==> src/rtl/lsu_rv32i.sv <==
// MEM-stage load/store unit: address generation, legality checks, single-cycle memory access, registered response.
// Optional build macro LSU_MISALIGN_TRAP_EN enables trapping of misaligned accesses (exc 01).
module lsu_rv32i #(
    parameter int unsigned ADDR_W = 9,
    parameter int unsigned XLEN   = 32
) (
    input  logic              clk,
    input  logic              rst,
    input  logic              req_valid,
    output logic              req_ready,
    input  logic              req_is_store,
    input  logic [2:0]        req_funct3,
    input  logic [XLEN-1:0]   req_base,
    input  logic [11:0]       req_imm,
    input  logic [XLEN-1:0]   req_wdata,
    input  logic [4:0]        req_rd,
    output logic              mem_we,
    output logic              mem_re,
    output logic [2:0]        mem_width_sel,
    output logic [ADDR_W-1:0] mem_addr,
    output logic [XLEN-1:0]   mem_wdata,
    input  logic [XLEN-1:0]   mem_rdata,
    output logic              resp_valid,
    input  logic              resp_ready,
    output logic [XLEN-1:0]   resp_rdata,
    output logic [4:0]        resp_rd,
    output logic              resp_is_load,
    output logic [1:0]        resp_exc
);

    localparam int unsigned IMM_W = 12;

    localparam logic [1:0] EXC_OK       = 2'b00;
    localparam logic [1:0] EXC_MISALIGN = 2'b01;
    localparam logic [1:0] EXC_FAULT    = 2'b10;
    localparam logic [1:0] EXC_ILLEGAL  = 2'b11;

    typedef enum logic [1:0] {
        S_IDLE  = 2'd0,
        S_ISSUE = 2'd1,
        S_WAIT  = 2'd2,
        S_RESP  = 2'd3
    } state_t;

    state_t state_q, state_d;

    logic [XLEN-1:0] ea_c;
    logic            illegal_c;
    logic            fault_c;
    logic [1:0]      exc_c;
    logic [2:0]      width_c;

    logic              ready_d, we_d, re_d, rvalid_d, is_load_d;
    logic [2:0]        width_d;
    logic [ADDR_W-1:0] addr_d;
    logic [XLEN-1:0]   wdata_d, rdata_d;
    logic [4:0]        rd_d;
    logic [1:0]        exc_d;

    // Effective address with sign-extended 12-bit offset, wrapping at XLEN bits
    assign ea_c = req_base + {{(XLEN-IMM_W){req_imm[IMM_W-1]}}, req_imm};

    assign illegal_c = req_is_store ? (req_funct3 > 3'b010)
                                    : ((req_funct3 == 3'b011) || (req_funct3[2:1] == 2'b11));
    assign fault_c   = |ea_c[XLEN-1:ADDR_W];

`ifdef LSU_MISALIGN_TRAP_EN
    logic misalign_c;
    assign misalign_c = ((req_funct3[1:0] == 2'b01) && ea_c[0]) ||
                        ((req_funct3[1:0] == 2'b10) && (ea_c[1:0] != 2'b00));
`endif

    // Only the highest-priority fault is reported: illegal > access fault > misaligned
    always_comb begin
        exc_c = EXC_OK;
`ifdef LSU_MISALIGN_TRAP_EN
        if (misalign_c) exc_c = EXC_MISALIGN;
`endif
        if (fault_c)   exc_c = EXC_FAULT;
        if (illegal_c) exc_c = EXC_ILLEGAL;
    end

    // RV32I funct3 to memory width_sel; the unsigned loads get their own codes
    always_comb begin
        width_c = 3'b000;
        case (req_funct3)
            3'b000:  width_c = 3'b000;
            3'b001:  width_c = 3'b001;
            3'b010:  width_c = 3'b010;
            3'b100:  width_c = 3'b011;
            3'b101:  width_c = 3'b100;
            default: width_c = 3'b000;
        endcase
    end

    // Next-state and next-output logic
    always_comb begin
        state_d   = state_q;
        ready_d   = 1'b0;
        we_d      = 1'b0;
        re_d      = 1'b0;
        addr_d    = mem_addr;
        width_d   = mem_width_sel;
        wdata_d   = mem_wdata;
        rvalid_d  = resp_valid;
        rdata_d   = resp_rdata;
        rd_d      = resp_rd;
        is_load_d = resp_is_load;
        exc_d     = resp_exc;

        case (state_q)
            S_IDLE: begin
                if (req_valid) begin
                    rd_d      = req_rd;
                    is_load_d = !req_is_store;
                    rdata_d   = '0;
                    exc_d     = exc_c;
                    if (exc_c != EXC_OK) begin
                        rvalid_d = 1'b1;
                        state_d  = S_RESP;
                    end else begin
                        addr_d  = ea_c[ADDR_W-1:0];
                        width_d = width_c;
                        wdata_d = req_wdata;
                        we_d    = req_is_store;
                        re_d    = !req_is_store;
                        state_d = S_ISSUE;
                    end
                end else begin
                    ready_d = 1'b1;
                end
            end
            S_ISSUE: begin
                rvalid_d = !resp_is_load;
                state_d  = resp_is_load ? S_WAIT : S_RESP;
            end
            S_WAIT: begin
                rdata_d  = mem_rdata;
                rvalid_d = 1'b1;
                state_d  = S_RESP;
            end
            S_RESP: begin
                if (resp_ready) begin
                    rvalid_d = 1'b0;
                    ready_d  = 1'b1;
                    state_d  = S_IDLE;
                end
            end
            default: begin
                ready_d  = 1'b1;
                rvalid_d = 1'b0;
                state_d  = S_IDLE;
            end
        endcase
    end

    // State and output registers; reset drops any in-flight access or pending response
    always_ff @(posedge clk) begin
        if (rst) begin
            state_q       <= S_IDLE;
            req_ready     <= 1'b1;
            mem_we        <= 1'b0;
            mem_re        <= 1'b0;
            mem_width_sel <= '0;
            mem_addr      <= '0;
            mem_wdata     <= '0;
            resp_valid    <= 1'b0;
            resp_rdata    <= '0;
            resp_rd       <= '0;
            resp_is_load  <= 1'b0;
            resp_exc      <= EXC_OK;
        end else begin
            state_q       <= state_d;
            req_ready     <= ready_d;
            mem_we        <= we_d;
            mem_re        <= re_d;
            mem_width_sel <= width_d;
            mem_addr      <= addr_d;
            mem_wdata     <= wdata_d;
            resp_valid    <= rvalid_d;
            resp_rdata    <= rdata_d;
            resp_rd       <= rd_d;
            resp_is_load  <= is_load_d;
            resp_exc      <= exc_d;
        end
    end

endmodule

==> config.mk <==
export PLATFORM = sky130hd
export DESIGN_NAME = lsu_rv32i
export DESIGN_NICKNAME = d
export VERILOG_FILES = /design/src/rtl/lsu_rv32i.sv
export SDC_FILE = /design/constraint.sdc
export NUM_CORES = 1
export LEC_CHECK = 0
export ABC_CLOCK_PERIOD_IN_PS = 4200
export BUFFER_PORTS_ARGS = -buffer_cell sky130_fd_sc_hd__buf_4
export CAP_MARGIN = 20
export CORE_UTILIZATION = 31
export DETAILED_ROUTE_END_ITERATION = 7
export SKIP_CTS_REPAIR_TIMING = 1
export SLEW_MARGIN = 20
export SYNTH_ARGS = -nofsm -noshare
export SYNTH_HDL_FRONTEND = slang
export SYNTH_SLANG_ARGS = --single-unit
==> constraint.sdc <==
create_clock -name clk -period 4.2 [get_ports clk]
set_input_delay 0 -clock clk [delete_from_list [all_inputs] [get_ports clk]]
set_output_delay 0 -clock clk [all_outputs]
set_load 0.1 [all_outputs]
## Yosys cells after proc, flatten, opt, wreduce, memory -nomap -nowiden

Index checks and enable logic that the tools add are counted.

| cells by class | value |
|---|---|
| add/sub/neg operators | 1 |
| reductions and logical operators | 13 |
| bitwise operators | 3 |
| $lt $le $gt $ge | 1 |
| equality and inequality tests | 12 |
| mux-type cells | 18 |

Operators with widths:

| cell | count |
|---|---|
| case mux 32 bit (2 select lines) | 1 |
| adder 32 bit | 1 |
| two-way mux 32 bit | 1 |
| OR reduction 23 bit | 1 |
| case mux 3 bit (4 select lines) | 1 |
| two-way mux 2 bit | 5 |
| case mux 2 bit (4 select lines) | 1 |
| two-way mux 1 bit | 7 |
| equality test 2 bit, second input constant | 3 |
| equality test 3 x 2 -> 1 bit, second input constant | 2 |
| equality test 3 bit, second input constant | 2 |
| != test 2 bit, second input constant | 3 |
| AND reduction 2 bit | 3 |
| AND reduction 3 bit | 2 |
| case mux 1 bit (4 select lines) | 1 |
| nonzero test 2 bit | 2 |
| OR reduction 4 bit | 1 |
| equality test 3 x 1 -> 1 bit, second input constant | 1 |
| greater-than comparator 3 x 2 -> 1 bit, second input constant | 1 |
| inverter 1 bit | 3 |
| equality test 2 x 1 -> 1 bit, second input constant | 1 |
| logical NOT 1 bit | 2 |
| logical NOT 2 bit | 1 |
| case mux 1 bit (2 select lines) | 1 |
| logical OR 1 bit | 1 |

| storage, ports and cells | value |
|---|---|
| logic and storage cells | 60 |
| input port bits | 121 |
| bits in registers | 90 |
| output and inout bits | 88 |

## Depth between registers and ports, before layout

| logic depth | value |
|---|---|
| depth after elaboration | 8 |
| mapped depth | 14 |

## Worst setup path before layout

No wires, ideal clock.

| timing | value |
|---|---|
| path type | input port to flip-flop |
| start | input req_base[0] |
| end | register mem_width_sel[1] |
| data required time | 4129 ps |
| cell stages on the path | 13 |
| library setup time | 71 ps |
| arrival | 2984 ps |
| path buffers | 1 |
| setup slack | 1145 ps |
| cells stage by stage | ha_1 -> fa_1 -> a21o_1 -> a221o_1 -> a221oi_2 -> o41ai_2 -> and4bb_1 -> a211oi_1 -> nor4b_4 -> nand4_1 -> buf_4 -> or3_1 -> a21oi_1 |

| on the way | value |
|---|---|
| longest elaborated chain between the ends | 7 |

RTL lines:

| element | line | source |
|---|---|---|
| start: declaration | 13 | `input logic [XLEN-1:0] req_base,` |
| adder 32 bit | 61 | `assign ea_c = req_base + {{(XLEN-IMM_W){req_imm[IMM_W-1]}}, req_imm};` |
| OR reduction 23 bit | 65 | `assign fault_c = \|ea_c[XLEN-1:ADDR_W];` |
| two-way mux 2 bit | 79 | `if (fault_c) exc_c = EXC_FAULT;` |
| two-way mux 2 bit | 80 | `if (illegal_c) exc_c = EXC_ILLEGAL;` |
| nonzero test 2 bit | 118 | `if (exc_c != EXC_OK) begin` |
| inverter 1 bit (no line) | n/a |  |
| AND reduction 3 bit (no line) | n/a |  |
| end signal: assignment | 177 | `mem_width_sel <= width_d;` |
| end: declaration | 19 | `output logic [2:0] mem_width_sel,` |

Every way passes these cells.
A chain may end at the register's enable or synchronous reset.

## Final worst setup path

| timing | value |
|---|---|
| start | input req_base[0] |
| end | register mem_width_sel[2] |

Same word-level chain as after synthesis.

==> out/qor.txt <==
outcome = finished, violations left
Crit-path slowest cell = fa_1
total CTS buffers = 9
Max clock buf depth = 2
Crit Path Max Fanout = 43
Slew @ Worst Pin = 0.9363 ns
# diodes = 0
slew margin rel. = 37.58%
Critical Path Source Type = primary input
vias in the first global route = 4812
Worst setup EP type = flip-flop
unrepaired setup endpoints after global routing = no
Multi-input gate area = 0.003242 sq mm
drt wl/cell = 15.20 um
placed inst area = 0.006964 sq mm
worst path bufs/invs = 2
fill cell count = 1608
Syn Nets = 782
Buffers on Ports = 208
Post-Syn Area = 0.005275 sq mm
Post-synth EDFFs = 0
VDD IR-drop max = 0.2907 mV
core area = 0.01658 sq mm
share of the core filled with cells = 47.99%
synth-to-layout area growth = 50.85%
largest net degree at the start of global routing = 93
Clock Latency Late Sink = 0.33 ns
Detail Placement HPWL = 12080 um
Netlist cell types = 71
Max Used Layer = met4
PD cells = 418.5 mW/mm^2
final WL = 16750 um
Vias = 5573
drt drc = 0
CTS tree = yes
top_reg_cell synth = dfxtp_1
FF+latch count, synth = 90
WHS = -0.002852 ns
cell accounting for the most synthesized area = dfxtp_1
max-cap violation count = 0
cells after synthesis = 625
GP Congestion = 0.8796
Hold Fails Final Rpt = 1
first-pass GRT wire length = 25070 um
fin crit period = 3.316 ns
CP required = 4.45 ns
failing checks = hold timing
Die Ht = 132.4 um
Overall Power = 3.330 mW
Routed Antenna Nets = 0
placed cell count = 1014
Worst Skew = 0.006234 ns
Die ar. = 0.01754 sq mm
Area contributors post-synth = dfxtp_1 (34%), mux2i_1 (8.7%), ha_1 (8.3%)
Worst-path clk slew = 0.06 ns
metal2 WL = 8040 um
initial antenna violation count = 0
Async SR Flop Fraction = 0%
Final setup viols = 0
WS Path Type = in2reg
Ports = 209
Sum Neg Setup Slack = 0 ns
fin area = 0.007958 sq mm
Non-Filler Instances = 1102
layout cell share with drive strength beyond 1 = 26.76%
CP peak stage delay = 0.43 ns
Yosys top cell area share = 34.16%
clock sink count = 90
Leak Pwr = 3.734 nW
nets = 1034
post-synthesis sequential area ratio = 34.16%
router iterations before antenna repair = 5
gr ovfl total = 0
die width = 132.4 um
metal3 WL = 1122 um
family with the most delay on the worst path = compound AO/OA/AOI/OAI gates
Pins Over Slew Limit = 0
FMAX = 301.6 MHz
H-tree depth = 3
Starting Density = 31.81%
Synth Area per Inst = 8.440 sq um
ratio of final minimum period to clock period = 78.95%
CP Data Arrival Time = 3.57 ns
Clock Root Buffer = clkbuf_16
Storage cell area = 0.001802 sq mm
Synth Warn # = 0
Avg Vias per Cell = 5.057
1st-iter DRT viols = 296
gr usage total = 17.50%
hold crit path type = in2reg
num rows = 47
Critical Path, Cell by Cell = buf_4 -> ha_1 -> fa_1 -> a21o_1 -> a221o_1 -> a221oi_2 -> o41ai_2 -> and4bb_1 -> a211oi_1 -> nor4b_4 -> nand4_1 -> buf_12 -> nand4bb_1 -> a21oi_1
wl on met1 = 7410 um
-- final cells by class --
class | count | area share, %
repair buffers | 282 | 29.03
inverters | 15 | 0.7075
clock buffers | 11 | 2.925
flip-flops and latches | 90 | 22.64
multi-input cells | 479 | 40.74
well taps | 220 | 3.459
clock inverters | 5 | 0.5031
-- worst paths after layout --
| check | from | to | cells after the start | slack, ns |
|---|---|---|---|---|
| max | req_base[0] | mem_width_sel[2] | 14 | 0.88 |
| min | req_funct3[0] | mem_width_sel[1] | 3 | -0.003 |
| max reg2reg | state_q[0] | mem_width_sel[2] | 12 | 1.06 |
| min reg2reg | resp_rd[2] | resp_rd[2] | 2 | 0.46 |
-- cell usage after synthesis, drive strengths merged, types with 5 or more instances --
master / instances
nor2: 97
dfxtp: 90
a21oi: 49
mux2i: 46
nand2: 43
ha: 35
a22oi: 32
clkbuf: 31
o21ai: 23
inv: 15
nor3: 12
xnor2: 12
nand3: 11
nand4: 11
a211oi: 10
buf: 10
o211ai: 8
and3: 7
a21o: 6
a31oi: 5
or3: 5
-- stage by stage --
step,hold slack (ns),worst slack [ns]
4_1_cts,-0.1369,0.9296
5_1_grt,0.01659,0.6498
3_5_place_dp,0.2200,0.5887
3_3_place_gp,0.2144,0.7064
6_report,-0.002852,0.8843
2_1_floorplan,0.07925,1.145
-- logic make-up after synthesis --
group / synth area share [%]
simple gates: 18.69
buf+inv: 4.601
flops: 34.16
mux: 8.729
fa+ha+maj: 8.681
xor+xnor: 2.491
compound gates: 22.65
-- registers in the layout, indices dropped and copies added (netlist names) --
| name | count |
|---|---|
| mem_addr | 9 |
| mem_re | 1 |
| mem_wdata | 32 |
| mem_we | 1 |
| mem_width_sel | 3 |
| req_ready | 1 |
| resp_exc | 2 |
| resp_is_load | 1 |
| resp_rd | 5 |
| resp_rdata | 32 |
| resp_valid | 1 |
| state_q | 2 |
-- power by group --
part	internal, mW	switching, mW
sequential	0.946	0.0518
clock	0.405	0.333
combinational	0.476	1.12
-- tightest hold or removal path, stage by stage --
cell and delay (ns):
buf_4 0.11, or3_1 0.11, a21oi_1 0.05
-- metal layers --
metal  vias to the layer above  global-route usage, %
met4                         0                  3.193
met5                         -                      0
met3                        16                  4.253
met1                      2539                  22.66
met2                       207                  29.62
li1                       2811                      -
-- placed cells by master (no fill, tap or decap), types with 3 or more instances in the layout --
cell           instances
a211oi_1              10
a21o_1                 6
a21oi_1               48
a221o_1                4
a22oi_1               32
a31oi_1                5
and3_1                 6
buf_4                209
clkbuf_16              9
clkinvlp_4             3
dfxtp_1               90
dlygate4sd3_1         72
ha_1                  35
inv_1                 15
mux2i_1               46
nand2_1               43
nand3_1               11
nand4_1               11
nor2_1                97
nor3_1                12
nor4_1                 3
o2111ai_1              3
o211ai_1               8
o21ai_0               18
o21ai_1                4
o41ai_1                3
or3_1                  5
xnor2_1               12
xor2_1                 3
Note: power is estimated with default switching activity, not from simulation.
